`config.mk`:
```
export PLATFORM = sky130hd
export DESIGN_NAME = master_sm
export DESIGN_NICKNAME = d
export VERILOG_FILES = /design/src/rtl/master_pkg.sv /design/src/rtl/master_sm_btn_edge.sv /design/src/rtl/master_sm.sv
export SDC_FILE = /design/constraint.sdc
export NUM_CORES = 1
export LEC_CHECK = 0
export ABC_AREA = 1
export BUFFER_PORTS_ARGS = -buffer_cell sky130_fd_sc_hd__buf_2
export CORE_UTILIZATION = 58
export CTS_CLUSTER_DIAMETER = 50
export DETAILED_ROUTE_END_ITERATION = 7
export GPL_TIMING_DRIVEN = 0
export HOLD_SLACK_MARGIN = 0.06
export PLACE_DENSITY = 0.87
export SLEW_MARGIN = 20
export SYNTH_ARGS = -nofsm -noshare
export SYNTH_HDL_FRONTEND = slang
export SYNTH_SLANG_ARGS = --single-unit
```
`constraint.sdc`:
```
create_clock -name CLK -period 3.78 [get_ports CLK]
set_input_delay 0.378 -clock CLK [delete_from_list [all_inputs] [get_ports CLK]]
set_output_delay 0.378 -clock CLK [all_outputs]
set_load 0.05 [all_outputs]
```
`src/rtl/master_pkg.sv`:
```
`default_nettype none
// ============================================================================
//  Module      : master_pkg
//  Description : Master state encodings and maze status codes shared with
//                the maze state machine.
//  Revision    : 1.0 - initial release
// ============================================================================
package master_pkg;

    typedef enum logic [1:0] {
        IDLE = 2'b00,
        MAZE = 2'b01,
        WIN  = 2'b10,
        LOSE = 2'b11
    } master_state_e;

    localparam logic [3:0] GOAL = 4'hA;
    localparam logic [3:0] FAIL = 4'hB;

endpackage
`default_nettype wire

```
`src/rtl/master_sm_btn_edge.sv`:
```
`default_nettype none
// ============================================================================
//  Module      : btn_edge
//  Description : Two-flop synchronizer with rising-edge pulse for a raw button.
//  Revision    : 1.0 - initial release
// ============================================================================
module btn_edge (
    input  logic clk,
    input  logic rst,
    input  logic btn_in,
    output logic pulse
);

    logic sync1_q, sync1_d;
    logic sync2_q, sync2_d;
    logic prev_q,  prev_d;
    logic filled_q, filled_d;
    logic armed_q, armed_d;

    // A button held through reset must be seen low once before it can fire,
    // so the edge detector only arms on a genuine post-reset low sample.
    always_comb begin
        sync1_d  = btn_in;
        sync2_d  = sync1_q;
        prev_d   = sync2_q;
        filled_d = 1'b1;
        armed_d  = armed_q | (filled_q & ~sync1_q);
    end

    always_ff @(posedge clk or posedge rst) begin
        if (rst) begin
            sync1_q  <= 1'b0;
            sync2_q  <= 1'b0;
            prev_q   <= 1'b0;
            filled_q <= 1'b0;
            armed_q  <= 1'b0;
        end else begin
            sync1_q  <= sync1_d;
            sync2_q  <= sync2_d;
            prev_q   <= prev_d;
            filled_q <= filled_d;
            armed_q  <= armed_d;
        end
    end

    assign pulse = sync2_q & ~prev_q & armed_q;

endmodule
`default_nettype wire

```
`src/rtl/master_sm.sv`:
```
`default_nettype none
// ============================================================================
//  Module      : master_sm
//  Description : Master game controller: start/acknowledge, maze time budget
//                with one-second prescaler, win/lose outcome and win counter.
//  Revision    : 1.0 - initial release
// ============================================================================
module master_sm
    import master_pkg::*;
#(
    parameter int CLK_FREQ_HZ  = 100000000,
    parameter int TIME_LIMIT_S = 30
) (
    input  logic       CLK,
    input  logic       RESET,
    input  logic       BTNC,
    input  logic [3:0] MazeSM_OUT,
    output logic [1:0] MASTER_STATE,
    output logic [7:0] TIME_LEFT,
    output logic [3:0] WIN_COUNT
);

    localparam int               PRESC_W   = $clog2(CLK_FREQ_HZ);
    localparam logic [PRESC_W-1:0] PRESC_MAX = PRESC_W'(CLK_FREQ_HZ - 1);
    localparam logic [7:0]       TIME_INIT = 8'(TIME_LIMIT_S);

    master_state_e        state_q, state_d;
    logic [PRESC_W-1:0]   presc_q, presc_d;
    logic [7:0]           time_left_q, time_left_d;
    logic [3:0]           win_count_q, win_count_d;
    logic                 start;

    btn_edge u_btn_edge (
        .clk    (CLK),
        .rst    (RESET),
        .btn_in (BTNC),
        .pulse  (start)
    );

    always_comb begin
        state_d     = state_q;
        presc_d     = presc_q;
        time_left_d = time_left_q;
        win_count_d = win_count_q;
        case (state_q)
            IDLE: begin
                if (start) begin
                    state_d     = MAZE;
                    time_left_d = TIME_INIT;
                    presc_d     = '0;
                end
            end
            MAZE: begin
                // Goal beats fail beats timeout; the clock freezes on any exit.
                if (MazeSM_OUT == GOAL) begin
                    state_d = WIN;
                    if (win_count_q != 4'hF) begin
                        win_count_d = win_count_q + 4'd1;
                    end
                end else if (MazeSM_OUT == FAIL) begin
                    state_d = LOSE;
                end else if (time_left_q == 8'd0) begin
                    state_d = LOSE;
                end else if (presc_q == PRESC_MAX) begin
                    presc_d     = '0;
                    time_left_d = time_left_q - 8'd1;
                end else begin
                    presc_d = presc_q + PRESC_W'(1);
                end
            end
            WIN, LOSE: begin
                if (start) begin
                    state_d = IDLE;
                end
            end
            default: state_d = IDLE;
        endcase
    end

    always_ff @(posedge CLK or posedge RESET) begin
        if (RESET) begin
            state_q     <= IDLE;
            presc_q     <= '0;
            time_left_q <= 8'd0;
            win_count_q <= 4'd0;
        end else begin
            state_q     <= state_d;
            presc_q     <= presc_d;
            time_left_q <= time_left_d;
            win_count_q <= win_count_d;
        end
    end

    assign MASTER_STATE = state_q;
    assign TIME_LEFT    = time_left_q;
    assign WIN_COUNT    = win_count_q;

endmodule
`default_nettype wire
```
==> reports/qor.txt <==
STATUS
----------------------------------------------------------------------------------
Status ..............................................................    completed

POWER AND IR DROP
----------------------------------------------------------------------------------
Leakage power figure ................................................      1.55 nW
Total power per unit cell area ......................................   652 nW/um2
Peak VDD IR .........................................................     0.560 mV

ROUTE
----------------------------------------------------------------------------------
Total Wirelength ....................................................      6770 um
Total number of vias ................................................         2781
Routed Antenna Nets .................................................            0
WL/cell .............................................................      13.0 um
Residual DRC ........................................................            0
Detailed router's first-iteration violation count ...................          223
1st-pass router iterations ..........................................            5
Vias/cell ...........................................................         5.34

PLACE
----------------------------------------------------------------------------------
Global placer's final weighted congestion ...........................        0.939
Post-DP HPWL ........................................................      5110 um
PortBufs ............................................................           20
Cell total after placement ..........................................          513

CLOCK TREE
----------------------------------------------------------------------------------
Clock buffer depth ..................................................            2
Clock insertion delay at the later pin of the skew report ...........      0.31 ns
Count of buffers added by post-CTS timing repair for setup ..........            0
Total of cells resized after clock tree synthesis ...................            0
CTS tree ............................................................         done
Number of clock buffers inserted by TritonCTS .......................            5
Clk root buf ........................................................     clkbuf_8
Count of H-tree levels built during CTS .............................            2
Clock transition at the registers of the reported paths .............      0.09 ns
Number of hold buffers added after CTS ..............................            0
Number of sinks on the clock net ....................................           46

FLOORPLAN
----------------------------------------------------------------------------------
Horizontal extent of the die ........................................      73.7 um
Die Outline Area ....................................................     5430 um2
Vertical die dimension ..............................................      73.7 um
Initial core utilization ............................................        61.5%
Count of boundary I/O pins ..........................................           21
Core area ...........................................................     4850 um2
Std-Cell Rows .......................................................           25

LOGIC SYNTHESIS
----------------------------------------------------------------------------------
Library cells used by synthesis .....................................           33
Post-synthesis average cell area ....................................     7.01 um2
Library cell with the largest summed area after synthesis ...........      dfrtp_1
Post-Syn Area .......................................................     2980 um2
Instance count of the mapped netlist ................................          425
Number of nets in the synthesized netlist ...........................          436
Fraction of synthesis flops using an asynchronous set or reset pin ..         100%
Fraction of synthesized cell area taken by the top area cell type ...        38.6%
Sequential cell area fraction in the yosys report ...................        38.6%
Yosys warnings ......................................................            0
FF+latch count, synth ...............................................           46
Most common flop cell mapped by yosys ...............................      dfrtp_1
Top area cells in the synthesized netlist ........................... dfrtp_1 39%, nand2_1 15%, nor2_1 8.3%, inv_1 6.4%, nand3_1 6.4%
Number of enable-type register cells in the synthesized netlist .....            0

WORST SETUP PATH
----------------------------------------------------------------------------------
FF-to-FF Start ......................................................   presc_q[0]
Kind of critical path ...............................................   reg -> reg
Worst R2R Setup Slack ...............................................      1.92 ns
Max Fanout on Critical Path .........................................            8
Start point of the critical path ....................................   presc_q[0]
Critical Path End ...................................................  presc_q[23]
CP endpoint kind ....................................................     register
Crit path arrival time ..............................................      2.06 ns
Endpoint required time on the critical path .........................      3.97 ns
Kind of start point of the critical path ............................     register
Worst R2R Path Depth ................................................           10
Capture instance of the worst register-to-register path .............  presc_q[23]

FINISH
----------------------------------------------------------------------------------
Fin cells ...........................................................          521
Antenna Cells .......................................................            0
Area added between synthesis and finish .............................        10.5%
Net count of the finished layout ....................................          464
Share of final-layout standard cells stronger than drive strength 1 .        14.3%

STA
----------------------------------------------------------------------------------
Minimum clock period ................................................      1.86 ns
Hold Slack ..........................................................    0.0615 ns
Number of max-slew violations in the final report ...................            0
Worst Skew ..........................................................   0.00932 ns
Max Clock Freq ......................................................    0.536 GHz
Final hold violation count ..........................................            0
Setup repair after global routing missed its margin .................           no
Final worst-path cycle share ........................................        49.3%
Setup TNS Final .....................................................         0 ns
Setup violators final ...............................................            0

GRT
----------------------------------------------------------------------------------
Initial antenna violation count .....................................            0
Largest net degree at the start of global routing ...................           27
Global-route usage over all layers ..................................        27.9%
Via count of the first global-routing pass ..........................         2633
Wire length of the first global-routing pass ........................     11600 um
Total congestion overflow ...........................................            0

HOLD PATH
----------------------------------------------------------------------------------
Hold crit path type .................................................  in -> async

JOB
----------------------------------------------------------------------------------
Max_cap viols .......................................................            0

flip-flops by register name (all words and copies together), names as in the netlist:
register and cells:
u_btn_edge.prev_q 1, WIN_COUNT 4, presc_q 27, TIME_LEFT 8, u_btn_edge.filled_q 1, u_btn_edge.sync1_q 1
MASTER_STATE 2, u_btn_edge.armed_q 1, u_btn_edge.prev_d 1
power breakdown:
| group | total [mW] | switching, mW | internal [mW] |
|---|---|---|---|
| combinational | 1.09 | 0.785 | 0.309 |
| clock | 0.377 | 0.179 | 0.198 |
| sequential | 0.676 | 0.0962 | 0.580 |
| total | 2.15 | 1.06 | 1.09 |
cell usage in the layout (no fill, tap or decap), types with 2 or more instances in the layout:
| cell | netlist | layout |
|---|---|---|
| nand3b_1 | 4 | 4 |
| xor2_1 | 6 | 6 |
| inv_2 | 4 | 5 |
| o211ai_1 | 2 | 2 |
| xnor2_1 | 4 | 4 |
| ha_1 | 4 | 4 |
| nand3_1 | 38 | 38 |
| nand2_1 | 119 | 119 |
| buf_2 | 3 | 23 |
| buf_6 | 3 | 3 |
| nand4_1 | 14 | 14 |
| nor2_1 | 66 | 66 |
| buf_4 | 2 | 2 |
| nand2_2 | 8 | 8 |
| dfrtp_1 | 46 | 46 |
| nor3_1 | 12 | 12 |
| o21bai_1 | 5 | 5 |
| o21ai_0 | 10 | 10 |
| nor2_4 | 3 | 3 |
| clkbuf_8 | 0 | 5 |
| inv_1 | 51 | 50 |
| o21ai_2 | 8 | 8 |
| a21oi_1 | 2 | 2 |
routing by layer:
metal | global-route usage [%] | wire length (um) | share of wire [%] | vias up
li1 | - | - | - | 1405
met1 | 36.0 | 2970 | 44 | 1268
met2 | 46.9 | 3280 | 48 | 90
met3 | 4.39 | 352 | 5.2 | 18
met4 | 11.1 | 175 | 2.6 | 0
met5 | 0 | 0 | 0 | -
how the worst min path moves through the flow:
| stage | slack (ns) | cells past startpoint | endpoint |
|---|---|---|---|
| finish | 0.06 | 2 | TIME_LEFT[1] |
| global route | 0.11 | 2 | TIME_LEFT[1] |
| CTS | 0.08 | 2 | WIN_COUNT[2] |
| detailed placement | 0.37 | 0 | u_btn_edge.prev_d |
| global placement | 0.36 | 0 | u_btn_edge.prev_d |
| floorplan | 0.35 | 0 | u_btn_edge.prev_d |
synth_stat cells (5+ instances only):
cell,instances
nor3_1,12
inv_1,51
nand2_2,8
nand4_1,14
dfrtp_1,46
o21ai_2,8
nand2_1,119
nand3_1,38
o21bai_1,5
nor2_1,66
xor2_1,6
o21ai_0,10
stage by stage:
step	utilization (%)	worst slack, ns	cell area, um2	total power [mW]
after floorplan	-	1.89	2980	1.52
after global routing	67.9	1.74	3290	2.27
after global placement	65.3	1.71	3160	1.74
after CTS	67.9	1.92	3290	2.15
final	67.9	1.92	3290	2.15
after detailed placement	65.7	1.92	3180	1.78
cell type report:
type                    instances  area (um2)
clock inverters                 2        37.5
inverters                      55         206
well taps                      67        83.8
plain buffers                   8        63.8
clock buffers                   6        72.6
repair buffers                 21         120
flip-flops and latches         46        1150
multi-input cells             316        1560
fillers                       419        1550
critical path, stage by stage (launching register included):
cell	delay, ns
dfrtp_1	0.49
ha_1	0.29
nand3_2	0.13
inv_2	0.13
nand2_2	0.07
nor2_1	0.10
nand2_1	0.07
nand2_1	0.07
nand2_2	0.08
inv_1	0.23
nor2_1	0.08
cells by family (layout without fill, tap and decap cells):
kind of cell,count (synthesis),count (layout),synth area share [%]
AND/OR/NAND/NOR,268,268,39.9
XOR/XNOR,10,10,2.94
multiplexers,1,1,0.378
adder cells (fa/ha/maj),4,4,1.68
buffers and inverters,63,92,9.07
other,1,1,0.126
AO/OA/AOI/OAI,32,32,7.31
flip-flops,46,46,38.6
(Power assumes the default switching activity.)
